<file path="src/rtl/slow_tick_timer.sv">
// Synchronises a divided clock into one-cycle ticks on clk and runs a loadable
// start/stop down-counter on them. Define AUTO_RELOAD_EN to reload on wrap instead of stopping.
module slow_tick_timer #(
    parameter int WIDTH = 16
) (
    input  logic             clk,
    input  logic             reset,
    input  logic             slow_clk,
    input  logic             start,
    input  logic             stop,
    input  logic             load,
    input  logic [WIDTH-1:0] load_value,
    output logic             tick,
    output logic [WIDTH-1:0] count,
    output logic             running,
    output logic             expired,
    output logic             wrap
);

    typedef enum logic [1:0] {IDLE, RUN, PAUSE, DONE} state_t;

    state_t           state_q, state_d;
    logic             s1_q, s1_d, s2_q, s2_d, prev_q, prev_d;
    logic [1:0]       fill_q, fill_d;
    logic             armed_q, armed_d;
    logic             tick_q, tick_d;
    logic             wrap_q, wrap_d;
    logic [WIDTH-1:0] count_q, count_d;
`ifdef AUTO_RELOAD_EN
    logic [WIDTH-1:0] reload_q, reload_d;
`endif

    // fill_q marks when s2 holds a real slow_clk sample rather than its reset
    // value, so only a genuine low level can arm the edge detector.
    always_comb begin
        s1_d    = slow_clk;
        s2_d    = s1_q;
        prev_d  = s2_q;
        fill_d  = {fill_q[0], 1'b1};
        armed_d = armed_q | (fill_q[1] & ~s2_q);
        tick_d  = s2_q & ~prev_q & armed_q;
    end

    always_comb begin
        state_d  = state_q;
        count_d  = count_q;
        wrap_d   = 1'b0;
`ifdef AUTO_RELOAD_EN
        reload_d = reload_q;
`endif
        if (load) begin
            count_d  = load_value;
`ifdef AUTO_RELOAD_EN
            reload_d = load_value;
`endif
            state_d  = IDLE;
        end else begin
            case (state_q)
                IDLE: begin
                    if (!stop && start)
                        state_d = (count_q == '0) ? DONE : RUN;
                end
                RUN: begin
                    if (stop) begin
                        state_d = PAUSE;
                    end else if (tick_q) begin
                        if (count_q == WIDTH'(1)) begin
                            wrap_d  = 1'b1;
`ifdef AUTO_RELOAD_EN
                            count_d = reload_q;
`else
                            count_d = '0;
                            state_d = DONE;
`endif
                        end else if (count_q != '0) begin
                            count_d = count_q - WIDTH'(1);
                        end
                    end
                end
                PAUSE: begin
                    if (!stop && start)
                        state_d = RUN;
                end
                DONE: begin
                    count_d = '0;
                end
                default: state_d = IDLE;
            endcase
        end
    end

    always_ff @(posedge clk) begin
        if (reset) begin
            s1_q     <= 1'b0;
            s2_q     <= 1'b0;
            prev_q   <= 1'b0;
            fill_q   <= 2'b00;
            armed_q  <= 1'b0;
            tick_q   <= 1'b0;
            wrap_q   <= 1'b0;
            count_q  <= '0;
            state_q  <= IDLE;
`ifdef AUTO_RELOAD_EN
            reload_q <= '0;
`endif
        end else begin
            s1_q     <= s1_d;
            s2_q     <= s2_d;
            prev_q   <= prev_d;
            fill_q   <= fill_d;
            armed_q  <= armed_d;
            tick_q   <= tick_d;
            wrap_q   <= wrap_d;
            count_q  <= count_d;
            state_q  <= state_d;
`ifdef AUTO_RELOAD_EN
            reload_q <= reload_d;
`endif
        end
    end

    assign tick    = tick_q;
    assign wrap    = wrap_q;
    assign count   = count_q;
    assign running = (state_q == RUN);
    assign expired = (state_q == DONE);

endmodule

</file>
<file path="config.mk">
export PLATFORM = sky130hd
export DESIGN_NAME = slow_tick_timer
export DESIGN_NICKNAME = d
export VERILOG_FILES = /design/src/rtl/slow_tick_timer.sv
export SDC_FILE = /design/constraint.sdc
export NUM_CORES = 1
export LEC_CHECK = 0
export ABC_AREA = 1
export CORE_MARGIN = 1.5
export CORE_UTILIZATION = 40
export CTS_BUF_LIST = sky130_fd_sc_hd__clkbuf_4 sky130_fd_sc_hd__clkbuf_8 sky130_fd_sc_hd__clkbuf_16
export DETAILED_ROUTE_END_ITERATION = 7
export MAX_ROUTING_LAYER = met4
export PLACE_DENSITY_LB_ADDON = 0.3
export SLEW_MARGIN = 20
export SYNTH_ARGS = -nofsm -noshare
export SYNTH_HDL_FRONTEND = slang
export SYNTH_SLANG_ARGS = --single-unit
export TNS_END_PERCENT = 50
</file>
<file path="constraint.sdc">
create_clock -name clk -period 1.48 [get_ports clk]
set_clock_uncertainty 0.05 [all_clocks]
set_input_delay 0.296 -clock clk [delete_from_list [all_inputs] [get_ports clk]]
set_output_delay 0.296 -clock clk [all_outputs]
set_load 0.05 [all_outputs]
</file>
==> results of run 1 <==
[sequential cells by signal, indices dropped and copies added, names as in the netlist]
| name | cells |
|---|---|
| count | 16 |
| fill_q | 2 |
| state_q | 2 |
| armed_q | 1 |
| prev_d | 1 |
| prev_q | 1 |
| s1_q | 1 |
| tick | 1 |
| wrap | 1 |
[through the flow]
stage	TNS (ns)	cells	hold WS (ns)	utilization, %	setup slack (ns)
6_report	-0.9051	427	0.3518	74.49	-0.07828
5_1_grt	-2.216	427	0.3823	74.49	-0.1491
4_1_cts	-0.5424	426	0.3528	72.58	-0.06808
3_5_place_dp	-3.909	419	0.3389	68.47	-0.2481
3_3_place_gp	-3.748	419	0.3280	68.47	-0.2288
2_1_floorplan	0	293	0.3227	-	0.004060
[worst max-delay path, stage by stage, from the launching register on]
cell	delay (ns)
dfxtp_4	0.36
nor2_2	0.16
nand2_2	0.10
nor2_4	0.19
nand4_2	0.15
nand3_4	0.14
buf_12	0.15
nand2_1	0.06
nand2_1	0.06
nor2_1	0.04
[per-layer routing]
metal | global-route usage [%] | vias to the layer above | routed length, um
li1 | - | 1047 | -
met1 | 24.82 | 914 | 2019
met2 | 36.54 | 74 | 2626
met3 | 3.634 | 11 | 277
met4 | 4.793 | 0 | 61
met5 | - | - | 0
[where the power goes]
group          internal [mW]  total, mW  switching, mW
sequential             0.770      0.838         0.0684
combinational          0.676       1.42          0.745
clock                  0.295      0.545          0.250
[kinds of logic (layout without fill, tap and decap cells)]
kind of cell,count (synthesis),after routing,share of synthesized area [%]
buf+inv,44,128,11.00
fa+ha+maj,7,7,5.000
xor+xnor,7,7,3.500
compound gates,10,10,3.429
flops,26,26,29.71
simple gates,199,199,47.36
[synthesized netlist by cell type (all sizes together), types with 2 or more instances]
library cell / instances
a21oi: 5
dfxtp: 26
nand2: 110
inv: 35
nor2: 68
buf: 5
xor2: 7
clkbuf: 3
o21ai: 4
nand3: 17
nor3: 2
ha: 7
[cell usage in the layout, fill, tap and decap left out, types with 2 or more instances in the layout]
| master | synthesis | routed |
|---|---|---|
| buf_12 | 0 | 24 |
| clkbuf_16 | 0 | 2 |
| nand2_1 | 108 | 104 |
| nor2_1 | 62 | 53 |
| nand3_4 | 1 | 2 |
| inv_4 | 0 | 3 |
| a21oi_1 | 4 | 4 |
| buf_6 | 3 | 3 |
| inv_2 | 1 | 2 |
| nand2_2 | 2 | 5 |
| xor2_1 | 7 | 6 |
| nor2_4 | 3 | 7 |
| nand3_2 | 0 | 2 |
| dfxtp_2 | 0 | 13 |
| ha_1 | 7 | 3 |
| clkdlybuf4s50_1 | 0 | 20 |
| clkbuf_8 | 0 | 3 |
| buf_4 | 1 | 38 |
| nor2_2 | 3 | 8 |
| nand3_1 | 16 | 13 |
| inv_1 | 34 | 30 |
| nor3_1 | 2 | 2 |
| o21ai_0 | 3 | 3 |
| dfxtp_4 | 0 | 5 |
| ha_4 | 0 | 3 |
| dfxtp_1 | 26 | 8 |
[final timing paths]
path,from,end,slack [ns]
worst min-delay path,prev_q,tick,0.35
worst max register to register,count[8],count[1],-0.08
worst min register to register,prev_q,tick,0.35
worst max-delay path,count[8],count[1],-0.08
[area by class of cell]
type                            count  area (sq um)  area share, %
Clock buffer                        4         66.31          2.163
Tap cell                           50         62.56          2.041
Multi-Input combinational cell    223          1174          38.29
Inverter                           36         142.6          4.653
Sequential cell                    26         555.5          18.12
Timing Repair Buffer               88          1065          34.73
[timing repair]
action | in CTS | in global routing
endpoints found under the setup margin | 19 | 19
gates cloned | 1 | 1
buffers inserted | 2 | 0
pin swaps | 22 | 4
gates resized for setup | 16 | 15
==> impl_metrics.yaml, run 1 <==
setup_path:
  cp_max_fo: 16
  end_kind: "register"
  rr_worst_depth: 9
  start_kind: "register"
  crit_required_ns: 1.62
  crit_type: "reg2reg"
  worstPathArrival_ns: 1.70
clocking:
  clkSinkCount: 26
  cts_inserted_buffers: 3
  worstSkewPairLatency_ns: 0.28
  root_buffer: "clkbuf_8"
  cts_buffer_depth: 2
  cts_max_level: 1
  cts_hold_buf: 0
  clk_pin_slew_ns: 0.10
  cts_tree: "yes"
final_layout:
  fin_area_sq_mm: 0.003065
  n_antenna_cell: 0
  syn2layout_area_growth_pct: 75.00
  nets: 407
  nFillCells: 299
  layout-drive-gt1-share_pct: 33.69
sta:
  worst_slew_pin_slew_ns: 0.2486
  maxSlewHeadroom_pct: 83.37
  rsz0062_at_grt: "yes"
  fmax_mhz: 641.7
  final_hold_viol_count: 0
  min_period_over_period_pct: 105.3
  setup_violations: 18
  fin_ws_ns: -0.07828
  min_period_ns: 1.558
  slew_violations: 0
logic_synthesis:
  synth_seq_cells: 26
  ys_warn_count: 0
  synth_area_leaders: "dfxtp_1, nand2_1, nor2_1"
  asyncSetResetFlopFracSynth_pct: 0
  synth_top_cell_area_share_pct: 29.71
  synth_cells: 293
  yosysSeqAreaShare_pct: 29.71
  synth_top_area_cell: "dfxtp_1"
  syn-num-nets: 322
  ys.flop_type: "dfxtp_1"
  synth_edf_count: 0
  synth_cell_types: 25
  synthesis.area_sq_mm: 0.001752
  syn-mean-instance-area_sq_um: 5.978
grt:
  grt_pass1_wl_um: 8135
  globalRoute.totalOverflow: 0
  grt_pass1_vias: 1843
  antenna_found_initial: 0
  grt_usage_pct: 20.82
  grt_max_degree: 18
floorplanning:
  die_h_um: 69.18
  core-area_sq_mm: 0.004115
  start_util_pct: 42.57
  rows: 23
  io_pins: 42
  dieArea_sq_mm: 0.004785
  die_w_um: 69.18
run_status:
  status: "complete, but fails checks"
  violations: "setup timing"
run:
  maxCapViolCount: 0
worst_hold_path:
  hold_path.class: "reg2reg"
  holdPathStages: 1
power:
  power_density_mw_per_mm2: 915.0
  power_mw: 2.805
  peakVddDrop_mv: 0.6031
  power.leakage_nw: 1.504
placement:
  place_congestion: 0.8331
  postPlaceCellArea_sq_mm: 0.002818
  placement.io_buffers: 41
  dpl.hpwl_um: 3494
routing:
  drtAntennaViolNets: 0
  wire_per_inst_um: 11.67
  drtIter0Drc: 126
  drt_pass1_iterations: 4
  drc: 0
  via_per_inst: 4.792
  vias: 2046
  finalWirelength_um: 4984
No activity file was read; power rests on OpenSTA's default activity.
==> inputs of run 2 (changes only) <==
--- a/config.mk
+++ b/config.mk
@@ -6,6 +6,7 @@
 export NUM_CORES = 1
 export LEC_CHECK = 0
 export ABC_AREA = 1
+export CAP_MARGIN = 20
 export CORE_MARGIN = 1.5
 export CORE_UTILIZATION = 40
 export CTS_BUF_LIST = sky130_fd_sc_hd__clkbuf_4 sky130_fd_sc_hd__clkbuf_8 sky130_fd_sc_hd__clkbuf_16
==> results of run 2 <==
The final DEF is identical to that of run 1; final timing and power are the same.
